File: src/rtl/chess_pkg.sv
// Shared encodings for the chess accelerator move-list sequencer.
package chess_pkg;

    typedef enum logic [2:0] {
        ST_IDLE    = 3'd0,
        ST_KICK    = 3'd1,
        ST_COLLECT = 3'd2,
        ST_FINISH  = 3'd3,
        ST_DONE    = 3'd4
    } seq_state_e;

    // Move encoding: {from_row, from_col, to_row, to_col}
    localparam int ROW_W  = 3;
    localparam int COL_W  = 3;
    localparam int MOVE_W = 2 * (ROW_W + COL_W);

    // Control register bit indices
    localparam int CTRL_START = 0;
    localparam int CTRL_DONE  = 1;
    localparam int CTRL_RESET = 2;

    // Header word layout
    localparam int HDR_OVERFLOW  = 31;
    localparam int HDR_TIMEOUT   = 30;
    localparam int HDR_COUNT_MSB = 15;
    localparam int HDR_COUNT_LSB = 0;

    function automatic logic [31:0] make_header(input logic ovf, input logic tmo,
                                                input logic [15:0] cnt);
        logic [31:0] h;
        h = '0;
        h[HDR_OVERFLOW] = ovf;
        h[HDR_TIMEOUT]  = tmo;
        h[HDR_COUNT_MSB:HDR_COUNT_LSB] = cnt;
        return h;
    endfunction

endpackage

File: src/rtl/move_list_sequencer.sv
// Sequences one move-generation pass: kicks the generator, streams moves into
// the HW-to-SW RAM region, writes a count/status header, then holds done.
module move_list_sequencer
    import chess_pkg::*;
#(
    parameter int ADDR_WIDTH     = 15,
    parameter int DATA_WIDTH     = 32,
    parameter int BASE_ADDR      = 16,
    parameter int MAX_MOVES      = 256,
    parameter int TIMEOUT_CYCLES = 65535
) (
    input  logic                  clk,
    input  logic                  reset,
    input  logic                  start,
    input  logic                  soft_reset,
    output logic                  done,
    output logic                  busy,
    output logic                  gen_start,
    input  logic                  move_valid,
    input  logic [MOVE_W-1:0]     move_data,
    input  logic                  move_last,
    output logic                  move_ready,
    output logic [ADDR_WIDTH-1:0] ram_wraddress,
    output logic [DATA_WIDTH-1:0] ram_data,
    output logic                  ram_wren,
    output logic [15:0]           move_count,
    output logic                  overflow,
    output logic                  timeout
);

    localparam int WDOG_W = $clog2(TIMEOUT_CYCLES + 1);

    seq_state_e            state_q, state_d;
    logic                  start_q, start_d;
    logic [15:0]           count_q, count_d;
    logic [WDOG_W-1:0]     wdog_q, wdog_d;
    logic                  overflow_q, overflow_d;
    logic                  timeout_q, timeout_d;
    logic                  done_q, done_d;
    logic                  busy_q, busy_d;
    logic                  gen_start_q, gen_start_d;
    logic                  move_ready_q, move_ready_d;
    logic                  ram_wren_q, ram_wren_d;
    logic [ADDR_WIDTH-1:0] ram_wraddress_q, ram_wraddress_d;
    logic [DATA_WIDTH-1:0] ram_data_q, ram_data_d;

    logic start_edge;
    logic handshake;

    assign start_edge = start && !start_q;
    assign handshake  = move_valid && move_ready_q;

    // Next-state and next-output logic; outputs are decoded from the next
    // state so every output is a flop.
    always_comb begin
        state_d         = state_q;
        start_d         = start;
        count_d         = count_q;
        wdog_d          = wdog_q;
        overflow_d      = overflow_q;
        timeout_d       = timeout_q;
        ram_wren_d      = 1'b0;
        ram_wraddress_d = ram_wraddress_q;
        ram_data_d      = ram_data_q;

        case (state_q)
            ST_IDLE: begin
                if (start_edge) begin
                    count_d    = '0;
                    overflow_d = 1'b0;
                    timeout_d  = 1'b0;
                    wdog_d     = '0;
                    state_d    = ST_KICK;
                end
            end
            ST_KICK: begin
                state_d = start ? ST_COLLECT : ST_IDLE;
            end
            ST_COLLECT: begin
                if (!start) begin
                    // Abort: count is kept for debug, no header written.
                    state_d = ST_IDLE;
                end else if (handshake) begin
                    wdog_d = '0;
                    if (count_q < 16'(MAX_MOVES)) begin
                        ram_wren_d      = 1'b1;
                        ram_wraddress_d = ADDR_WIDTH'(BASE_ADDR + 1) + ADDR_WIDTH'(count_q);
                        ram_data_d      = DATA_WIDTH'(move_data);
                        count_d         = count_q + 16'd1;
                    end else begin
                        overflow_d = 1'b1;
                    end
                    if (move_last) state_d = ST_FINISH;
                end else begin
                    wdog_d = wdog_q + 1'b1;
                    if (wdog_d == WDOG_W'(TIMEOUT_CYCLES)) begin
                        timeout_d = 1'b1;
                        state_d   = ST_FINISH;
                    end
                end
            end
            ST_FINISH: begin
                ram_wren_d      = 1'b1;
                ram_wraddress_d = ADDR_WIDTH'(BASE_ADDR);
                ram_data_d      = DATA_WIDTH'(make_header(overflow_q, timeout_q, count_q));
                state_d         = ST_DONE;
            end
            ST_DONE: begin
                if (!start) state_d = ST_IDLE;
            end
            default: state_d = ST_IDLE;
        endcase

        // Software soft reset wins over everything, including a start edge.
        if (soft_reset) begin
            state_d    = ST_IDLE;
            count_d    = '0;
            overflow_d = 1'b0;
            timeout_d  = 1'b0;
            wdog_d     = '0;
            ram_wren_d = 1'b0;
        end

        done_d       = (state_d == ST_DONE);
        busy_d       = (state_d == ST_KICK) || (state_d == ST_COLLECT) || (state_d == ST_FINISH);
        gen_start_d  = (state_d == ST_KICK);
        move_ready_d = (state_d == ST_COLLECT);
    end

    // State and registered outputs; async reset kills any in-flight write.
    always_ff @(posedge clk or posedge reset) begin
        if (reset) begin
            state_q         <= ST_IDLE;
            start_q         <= 1'b0;
            count_q         <= '0;
            wdog_q          <= '0;
            overflow_q      <= 1'b0;
            timeout_q       <= 1'b0;
            done_q          <= 1'b0;
            busy_q          <= 1'b0;
            gen_start_q     <= 1'b0;
            move_ready_q    <= 1'b0;
            ram_wren_q      <= 1'b0;
            ram_wraddress_q <= '0;
            ram_data_q      <= '0;
        end else begin
            state_q         <= state_d;
            start_q         <= start_d;
            count_q         <= count_d;
            wdog_q          <= wdog_d;
            overflow_q      <= overflow_d;
            timeout_q       <= timeout_d;
            done_q          <= done_d;
            busy_q          <= busy_d;
            gen_start_q     <= gen_start_d;
            move_ready_q    <= move_ready_d;
            ram_wren_q      <= ram_wren_d;
            ram_wraddress_q <= ram_wraddress_d;
            ram_data_q      <= ram_data_d;
        end
    end

    assign done          = done_q;
    assign busy          = busy_q;
    assign gen_start     = gen_start_q;
    assign move_ready    = move_ready_q;
    assign ram_wren      = ram_wren_q;
    assign ram_wraddress = ram_wraddress_q;
    assign ram_data      = ram_data_q;
    assign move_count    = count_q;
    assign overflow      = overflow_q;
    assign timeout       = timeout_q;

endmodule

File: config.mk
export PLATFORM = sky130hd
export DESIGN_NAME = move_list_sequencer
export DESIGN_NICKNAME = d
export VERILOG_FILES = /design/src/rtl/chess_pkg.sv /design/src/rtl/move_list_sequencer.sv
export SDC_FILE = /design/constraint.sdc
export NUM_CORES = 1
export LEC_CHECK = 0
export BUFFER_PORTS_ARGS = -buffer_cell sky130_fd_sc_hd__buf_2
export CAP_MARGIN = 40
export CORE_ASPECT_RATIO = 1.2
export CORE_MARGIN = 2
export CORE_UTILIZATION = 40
export DETAILED_ROUTE_END_ITERATION = 10
export PLACE_DENSITY = 0.69
export RECOVER_POWER = 25
export SYNTH_ARGS = -nofsm -noshare
export SYNTH_HDL_FRONTEND = slang
export SYNTH_SLANG_ARGS = --single-unit
export TNS_END_PERCENT = 50
File: constraint.sdc
create_clock -name clk -period 3.4 [get_ports clk]
set_clock_uncertainty 0.05 [all_clocks]
set_input_delay 0.34 -clock clk [delete_from_list [all_inputs] [get_ports clk]]
set_output_delay 0.34 -clock clk [all_outputs]
set_load 0.005 [all_outputs]
==> flow_summary_export.csv, run 1 <==
group,metric,value,unit
cts,clockBufferDepth,2,
finish,num_antenna_cells,0,
yosys,yosys.cell_count.top_type,"dfrtp_1",
critical_path,r2r_setup_slack,1.10,ns
finish,fin_nets,443,
cts,ctsResizeCount,0,
floorplanning,io_pins,88,
timing,slew_viol_final,0,
detailed_routing,vias,2876,
critical_path,cp-start-kind,"register",
detailed_routing,finalWirelength,8.068,mm
yosys,synth_area,0.003697,mm^2
yosys,synthDistinctLibCells,48,
timing,rsz0062_at_grt,"false",
detailed_routing,drc,0,
placed_design,dp_hpwl,5.707,mm
cts,hold_buffers,0,
yosys,ys_seq_area_frac,0.5144,
critical_path,worstReg2RegEnd,"ram_wraddress[1]$_DFFE_PP0P_",
cts,path_clk_slew,0.08,ns
job,max_cap_violations,0,
yosys,synth-adder-area-share,0.01015,
power_and_ir_drop,powerDensity,387.1,mW/mm^2
yosys,yosys.area_share.simple,0.1756,
floorplanning,die_h,109.3,um
cts,cts_setup_buffers,0,
critical_path,worstPathRequired,3.59,ns
global_route,grt.overflow.total,0,
yosys,syn_area_per_cell,10.27,um^2
detailed_routing,first_pass_iters,4,
global_route,antenna_found_initial,0,
placed_design,port_buffers,73,
global_route,grt_pass1_wl,13.10,mm
run_status,status,"complete, no violations",
yosys,synth_cells,360,
critical_path,r2r_start,"move_count[10]$_DFFE_PP0P_",
cts,cts_tree,"yes",
power_and_ir_drop,p_leak,2.204,nW
placed_design,place_congestion,0.8330,
global_route,grt_max_degree,41,
critical_path,rr_worst_depth,6,
yosys,yosys_warnings,0,
critical_path,cp-startpoint,"move_count[10]$_DFFE_PP0P_",
cts,insertion_delay,0.35,ns
cts,clock_sinks,76,
hold_path,min_to,"start_q$_DFF_PP0_",
critical_path,worstPathArrival,2.49,ns
hold_path,whs_path_depth,1,
cts,cts_buffers,9,
floorplanning,core,0.009034,mm^2
finish,final_layout_size_suffix_gt1_frac,0.2319,
hold_path,hold_path_class,"primary input to register",
yosys,synth_xor_xnor_area_share,0.03553,
floorplanning,die_x,91.77,um
critical_path,path_class,"register to register",
global_route,grt_pass1_vias,2682,
yosys,synth_area_leaders,"dfrtp_1 (51%), a22o_1 (6.2%), o21ai_0 (3.7%)",
detailed_routing,drtAntennaViolNets,0,
timing,relSlewSlack,0.1144,
timing,timing.fmax,434.5,MHz
yosys,yosysTopAreaCellShare,0.5144,
yosys,synth_edf_count,0,
floorplanning,rows,38,
detailed_routing,wl_per_cell,14.75,um
finish,regArea,0.001902,mm^2
yosys,synthArstFlopShare,1.000,
yosys,ys_ff_latch,76,
global_route,grt_usage,0.1648,
critical_path,cp-end-kind,"register",
finish,fillers,860,
timing,min_period_over_period,0.6769,
floorplanning,initial_core_util,0.4093,
yosys,synth_compound_area_frac,0.1970,
hold_path,hold_start,"start",
detailed_routing,drt-initial-drc-count,172,
yosys,synth_commonest_cells,"dfrtp_1 (76), o21ai_0 (27), a22o_1 (26)",
cts,root_buffer,"clkbuf_8",
timing,post-route-min-period,2.301,ns
yosys,synthMuxAreaShare,0,
yosys,synth-main-ff-cell,"dfrtp_1",
power_and_ir_drop,irDropWorstVdd,230.0,uV
floorplanning,die_area,0.01003,mm^2
finish,syn_to_final_growth,14.96,%
finish,layoutNonFillerInstCount,547,
finish,multi_input_area,0.001599,mm^2
timing,hold_viol,0,
cts,cts_htree_levels,3,
critical_path,crit_path_max_fanout,34,
timing,worst_pin_slew,1.327,ns
detailed_routing,via_per_inst,5.258,
timing,finalSetupTns,0,ns
placed_design,placed_cells,531,
yosys,yosysTopAreaCell,"dfrtp_1",
timing,setup_viol,0,
yosys,synth_top_family_by_area,"compound AO/OA/AOI/OAI gates",
-- cells by family (layout without fill, tap and decap cells) --
kind of cell / count (synthesis) / in the layout
XOR/XNOR: 15 / 15
adder cells (fa/ha/maj): 3 / 3
flip-flops: 76 / 76
other: 1 / 14
AND/OR/NAND/NOR: 118 / 118
buffers and inverters: 43 / 97
AO/OA/AOI/OAI: 104 / 104
-- worst max-delay path by stage --
stage	end	depth (start not counted)
finish	ram_wraddress[1]$_DFFE_PP0P_	6
global route	ram_data[4]$_DFFE_PP0P_	3
CTS	ram_data[30]$_DFFE_PP0P_	6
detailed placement	ram_data[13]$_DFFE_PP0P_	6
global placement	ram_wraddress[1]$_DFFE_PP0P_	6
floorplan	busy$_DFF_PP0_	1
-- metal layers --
layer / global-route usage / part of all wire / wire, um / vias up
met4: 0.05864 / 0.014 / 115 / 0
met3: 0.04661 / 0.055 / 441 / 11
met2: 0.2799 / 0.48 / 3901 / 90
met1: 0.2025 / 0.45 / 3610 / 1388
met5: 0 / 0 / 0 / -
li1: - / - / - / 1387
-- critical path, stage by stage (launching register included) --
cell and delay [ns]:
dfrtp_1 0.45, nor4_2 0.47, and3_1 0.42, a21oi_1 0.11, nand2b_1 0.15, buf_4 0.24
a22o_1 0.27
-- power by group --
part / total, W / internal [W] / switching, W
Sequential: 0.000914 / 0.000909 / 0.00000424
Combinational: 0.0000687 / 0.0000206 / 0.0000481
Clock: 0.000663 / 0.000339 / 0.000325
-- flip-flops by register name (all words and copies together), names as in the netlist, 3 cells and up --
signal and count:
ram_data 18, move_count 16, wdog_q 16, ram_wraddress 15, state_q 3
-- area by class of cell --
cell class,count,share of cell area
clock buffer,10,0.03003
clock inverter,6,0.01531
inverter,4,0.003533
multi-input combinational,254,0.3762
sequential,76,0.4475
tap,120,0.03533
timing repair buffer,77,0.09214
-- stage by stage --
stage | hold WS [ns] | setup slack (ns) | cell area, um^2 | utilization | total power [W]
6_report | 0.1462 | 1.099 | 4250 | 0.4705 | 0.001645
5_1_grt | 0.1350 | 0.9110 | 4250 | 0.4705 | 0.001715
4_1_cts | 0.08975 | 1.092 | 4267 | 0.4723 | 0.001672
3_5_place_dp | 0.4091 | 1.121 | 4074 | 0.4510 | 0.001004
3_3_place_gp | 0.4027 | 1.148 | 4074 | 0.4510 | 0.001003
2_1_floorplan | 0.3214 | 1.072 | 3746 | - | 0.0009846
-- placed cells by master, fill, tap and decap left out, types with 3 or more instances in the layout --
cell	n
nand2b_1	11
nor3_1	5
buf_4	3
nor4_1	4
nor2_1	22
and2_1	15
a22o_1	26
o21ai_0	27
ha_1	3
nand3_1	16
and3_1	6
inv_1	4
a31oi_1	4
nand2_1	22
xor2_1	6
nor4b_1	3
o31ai_1	9
a21o_1	12
a21oi_1	13
buf_2	72
clkbuf_8	9
xnor2_1	9
conb_1	14
dfrtp_1	76
nand4_1	4
(Power assumes the default switching activity.)
==> run 2, diff against run 1 <==
- ABC_AREA: default -> 1
- PLACE_DENSITY: 0.69 -> 0.72
- clock period: 3.4 -> 2.1 ns (I/O delays scaled with it)
==> flow_summary_export.csv, run 2 <==
group,metric,value,unit
run_status,status,"complete, no violations",
finish,final_common_cell,"nand2_1",
finish,regArea,0.001906,mm^2
finish,syn_to_final_growth,23.42,%
floorplanning,core,0.009034,mm^2
floorplanning,rows,38,
cts,cts_buffers,9,
placed_design,dp_hpwl,6.649,mm
critical_path,cp-start-kind,"register",
yosys,synthArstFlopShare,1.000,
finish,multi_input_area,0.001500,mm^2
detailed_routing,vias,3339,
timing,finalSetupTns,0,ns
hold_path,hold_path_class,"primary input to register",
finish,most-common-layout-cells,"nand2_1 (95), dfrtp_1 (73), buf_2 (69)",
detailed_routing,drt-initial-drc-count,239,
critical_path,path_class,"register to register",
yosys,yosys_warnings,0,
floorplanning,die_h,109.6,um
detailed_routing,wl_per_cell,14.07,um
placed_design,port_buffers,73,
yosys,synth-main-ff-cell,"dfrtp_1",
critical_path,worstPathArrival,2.20,ns
finish,num_antenna_cells,0,
yosys,yosys.cell_count.top_type,"nand2_1",
power_and_ir_drop,p_leak,2.199,nW
cts,root_buffer,"clkbuf_8",
power_and_ir_drop,p_total,0.003166,W
detailed_routing,drtAntennaViolNets,0,
timing,min_period_over_period,0.9350,
cts,cts_tree,"yes",
finish,fillers,898,
global_route,grt_pass1_wl,15.05,mm
yosys,synth_cells,440,
placed_design,placed_cells,635,
power_and_ir_drop,irDropWorstVdd,563.9,uV
critical_path,worstPathRequired,2.33,ns
global_route,grt_pass1_vias,3204,
yosys,synth_area,0.003714,mm^2
cts,cts_htree_levels,3,
timing,setup_viol,0,
placed_design,place_congestion,0.9084,
critical_path,cp-end-kind,"register",
finish,fin_nets,557,
yosys,yosysTopAreaCell,"dfrtp_1",
global_route,antenna_found_initial,0,
timing,slew_viol_final,0,
yosys,yosysTopAreaCellShare,0.5121,
timing,post-route-min-period,1.964,ns
critical_path,crit_path_max_fanout,4,
power_and_ir_drop,powerDensity,690.8,mW/mm^2
timing,timing.fmax,509.3,MHz
detailed_routing,drc,0,
finish,layoutNonFillerInstCount,661,
yosys,synth_edf_count,0,
cts,clock_sinks,76,
detailed_routing,via_per_inst,5.051,
global_route,grt_max_degree,28,
yosys,synth_commonest_cells,"nand2_1 (98), dfrtp_1 (76), inv_1 (62)",
yosys,synthDistinctLibCells,35,
finish,final_layout_size_suffix_gt1_frac,0.2606,
cts,path_clk_slew,0.09,ns
timing,hold_viol,0,
detailed_routing,first_pass_iters,5,
timing,worst_pin_slew,1.200,ns
floorplanning,die_area,0.01007,mm^2
global_route,grt_usage,0.1902,
job,max_cap_violations,0,
yosys,ys_seq_area_frac,0.5121,
finish,largest_register_ffs,18,
floorplanning,io_pins,88,
timing,relSlewSlack,0.1954,
cts,clockBufferDepth,2,
timing,hold-worst-slack,0.08985,ns
detailed_routing,finalWirelength,9.303,mm
yosys,syn_area_per_cell,8.440,um^2
global_route,grt.overflow.total,0,
yosys,ys_ff_latch,76,
cts,insertion_delay,0.36,ns
yosys,synth_area_leaders,"dfrtp_1 (51%), nand2_1 (9.9%), inv_1 (6.3%)",
floorplanning,die_x,91.96,um
floorplanning,initial_core_util,0.4111,
==> run 2: critical path, cell delays in order, from the launching register on <==
cell and delay (ns):
dfrtp_1 0.44, inv_1 0.19, ha_1 0.17, nand2_1 0.05, nor2_1 0.17, nand2_1 0.09
nor2_1 0.09, nand3_1 0.12, nor2_1 0.10, nand2_1 0.08, nand2_1 0.06, nand2_1 0.06
nand2_1 0.09, nand2_2 0.06, nor2_2 0.07
==> run 2: what timing repair did <==
item | in CTS | in global routing
resized for setup | 0 | 12
endpoints found under the hold margin | 25 | 0
hold buffers | 2 | 0
buffers inserted | 0 | 8
setup endpoints to repair | 0 | 4
==> run 2: area by class of cell <==
type                    instances  area share
flip-flops and latches         76      0.4158
multi-input cells             286      0.3273
repair buffers                 92      0.1136
inverters                      71     0.05842
well taps                     120     0.03276
clock buffers                  10     0.02785
clock inverters                 6     0.02430
==> run 2: cell families after synthesis <==
group,count (synthesis),share of synthesized area
simple gates,199,0.2450
xor+xnor,5,0.01179
other cells,1,0.001010
compound gates,65,0.1129
flops,76,0.5121
fa+ha+maj,3,0.01011
buf+inv,91,0.1071
==> run 2: metal layers <==
| layer | vias to the layer above | GRT usage | share of wire |
|---|---|---|---|
| li1 | 1584 | - | - |
| met1 | 1608 | 0.2341 | 0.42 |
| met2 | 125 | 0.3230 | 0.49 |
| met3 | 22 | 0.03838 | 0.065 |
| met4 | 0 | 0.09062 | 0.022 |
| met5 | - | 0 | 0 |
==> run 2: stage by stage <==
stage	setup WS (ns)	cell area (um^2)	util
6_report	0.1364	4583	0.5073
5_1_grt	-0.04425	4583	0.5073
4_1_cts	0.1331	4489	0.4970
3_5_place_dp	0.1589	4230	0.4683
3_3_place_gp	0.2699	4230	0.4683
2_1_floorplan	0.3721	3766	-
==> run 2: worst paths after layout <==
check,to,slack (ns),start,cells past startpoint
max,gen_start$_DFF_PP0_,0.14,wdog_q[0]$_DFFE_PP0P_,14
min,ram_wren$_DFF_PP0_,0.09,soft_reset,2
max reg2reg,gen_start$_DFF_PP0_,0.14,wdog_q[0]$_DFFE_PP0P_,14
min reg2reg,ram_data[1]$_DFFE_PP0P_,0.44,ram_data[1]$_DFFE_PP0P_,2
max in group asynchronous,ram_data[6]$_DFFE_PP0P_,0.52,reset,4
min in group asynchronous,ram_wraddress[9]$_DFFE_PP0P_,0.59,reset,3
==> run 2: where the power goes <==
| group | internal (W) | leakage [nW] | switching [W] |
|---|---|---|---|
| combinational | 0.000106 | 1.10 | 0.000154 |
| sequential | 0.00152 | 0.980 | 0.0000349 |
| clock | 0.000792 | 0.117 | 0.000558 |
| total | 0.00242 | 2.20 | 0.000747 |
==> run 3, diff against run 2 <==
- BUFFER_PORTS_ARGS: -buffer_cell sky130_fd_sc_hd__buf_2 -> -buffer_cell sky130_fd_sc_hd__buf_4
==> flow_summary_export.csv, run 3 (same netlist as run 2, synthesis figures left out) <==
group,metric,value,unit
critical_path,path_class,"register to register",
cts,insertion_delay,0.35,ns
power_and_ir_drop,irDropWorstVdd,430.8,uV
finish,final_layout_size_suffix_gt1_frac,0.2486,
finish,most-common-layout-cells,"nand2_1 (98), dfrtp_1 (75), inv_1 (61)",
detailed_routing,drt-initial-drc-count,162,
finish,fillers,891,
run_status,status,"complete, no violations",
power_and_ir_drop,p_leak,2.206,nW
finish,fin_area,0.004686,mm^2
cts,clock_sinks,76,
global_route,busiest_layer,"met2",
global_route,grt_pass1_wl,14.88,mm
floorplanning,initial_core_util,0.4111,
global_route,grt_use_met3,0.04524,
finish,fin_nets,551,
cts,cts_htree_levels,3,
floorplanning,io_pins,88,
global_route,grt_usage,0.1880,
timing,relSlewSlack,0.1726,
timing,post-route-min-period,1.936,ns
floorplanning,die_x,91.96,um
global_route,antenna_found_initial,0,
cts,clockBufferDepth,2,
timing,timing.fmax,516.5,MHz
critical_path,worstPathRequired,2.34,ns
timing,setup_viol,0,
floorplanning,die_area,0.01007,mm^2
placed_design,post_dp_cell_area,0.004413,mm^2
cts,cts_tree,"yes",
detailed_routing,via_per_inst,4.899,
global_route,grt.overflow.total,0,
detailed_routing,vias,3209,
power_and_ir_drop,powerDensity,656.4,mW/mm^2
timing,min_period_over_period,0.9220,
finish,final_common_cell,"nand2_1",
detailed_routing,first_pass_iters,4,
finish,syn_to_final_growth,26.18,%
hold_path,hold_path_class,"primary input to register",
timing,hold_viol,0,
detailed_routing,finalWirelength,9.035,mm
critical_path,crit_path_max_fanout,7,
job,max_cap_violations,0,
placed_design,place_congestion,0.9110,
timing,hold-worst-slack,0.03696,ns
critical_path,cp-start-kind,"register",
finish,largest_register_ffs,18,
cts,cts_buffers,9,
placed_design,port_buffers,73,
critical_path,cp-end-kind,"register",
detailed_routing,drtAntennaViolNets,0,
global_route,grt_pass1_vias,3136,
detailed_routing,drc,0,
placed_design,dp_hpwl,6.750,mm
finish,multi_input_area,0.001490,mm^2
floorplanning,rows,38,
global_route,use_met1,0.2363,
cts,path_clk_slew,0.08,ns
global_route,grt_max_degree,29,
finish,regArea,0.001903,mm^2
finish,num_antenna_cells,0,
critical_path,worstPathArrival,2.17,ns
detailed_routing,wl_per_cell,13.79,um
global_route,grt.met2_usage,0.3146,
cts,root_buffer,"clkbuf_8",
timing,worst_pin_slew,1.234,ns
timing,slew_viol_final,0,
floorplanning,core,0.009034,mm^2
floorplanning,die_h,109.6,um
run 3: repair_timing:
item | CTS | global route
hold buffers | 2 | 0
hold endpoints to repair | 26 | 0
setup endpoints to repair | 0 | 4
buffers inserted | 0 | 2
gates resized for setup | 0 | 5
run 3: final timing paths:
kind / startpoint / end / slack [ns] / depth (start not counted)
worst min register to register: ram_data[1]$_DFFE_PP0P_ / ram_data[1]$_DFFE_PP0P_ / 0.44 / 2
worst max-delay path: wdog_q[0]$_DFFE_PP0P_ / gen_start$_DFF_PP0_ / 0.16 / 13
worst max register to register: wdog_q[0]$_DFFE_PP0P_ / gen_start$_DFF_PP0_ / 0.16 / 13
max in group asynchronous: reset / ram_data[0]$_DFFE_PP0P_ / 0.58 / 4
worst min-delay path: soft_reset / ram_wren$_DFF_PP0_ / 0.04 / 2
min in group asynchronous: reset / ram_wraddress[9]$_DFFE_PP0P_ / 0.64 / 3
run 3: cell type report:
class | instances | area share
multi-input cells | 286 | 0.3180
flip-flops and latches | 76 | 0.4061
well taps | 120 | 0.03204
clock buffers | 10 | 0.02724
inverters | 71 | 0.05714
repair buffers | 86 | 0.1407
clock inverters | 6 | 0.01869
run 3: routing by layer:
layer | vias to the layer above | share of wire | wire (um)
li1 | 1574 | - | -
met1 | 1524 | 0.43 | 3910
met2 | 96 | 0.49 | 4421
met3 | 15 | 0.060 | 543
met4 | 0 | 0.018 | 159
met5 | - | 0 | 0
run 3: power by group:
group	internal, W	leakage (nW)	switching [W]	total (W)
clock	0.000672	0.111	0.000550	0.00122
sequential	0.00152	0.983	0.0000378	0.00156
combinational	0.000142	1.11	0.000154	0.000296
total	0.00233	2.21	0.000741	0.00308
run 3: worst max-delay path, cell delays in order (launching register included):
cell and delay (ns):
dfrtp_1 0.45, ha_4 0.19, nand3_4 0.09, nor2_4 0.24, nand4_1 0.14, nand2_1 0.11
nand3_1 0.09, nor2_1 0.10, nand2_1 0.08, nand2_1 0.06, nand2_1 0.06, nand2_1 0.08
nand2_2 0.06, nor2_2 0.07
run 3: per-stage QoR:
stage / power [W] / TNS [ns] / instances / util / setup WS (ns)
finish: 0.003076 / 0 / 655 / 0.5187 / 0.1638
global route: 0.003223 / -0.005058 / 655 / 0.5187 / -0.005058
global placement: 0.001879 / 0 / 635 / 0.4885 / 0.2663
CTS: 0.003123 / 0 / 653 / 0.5145 / 0.1180
floorplan: 0.001735 / 0 / 453 / - / 0.3721
detailed placement: 0.001888 / 0 / 635 / 0.4885 / 0.1463
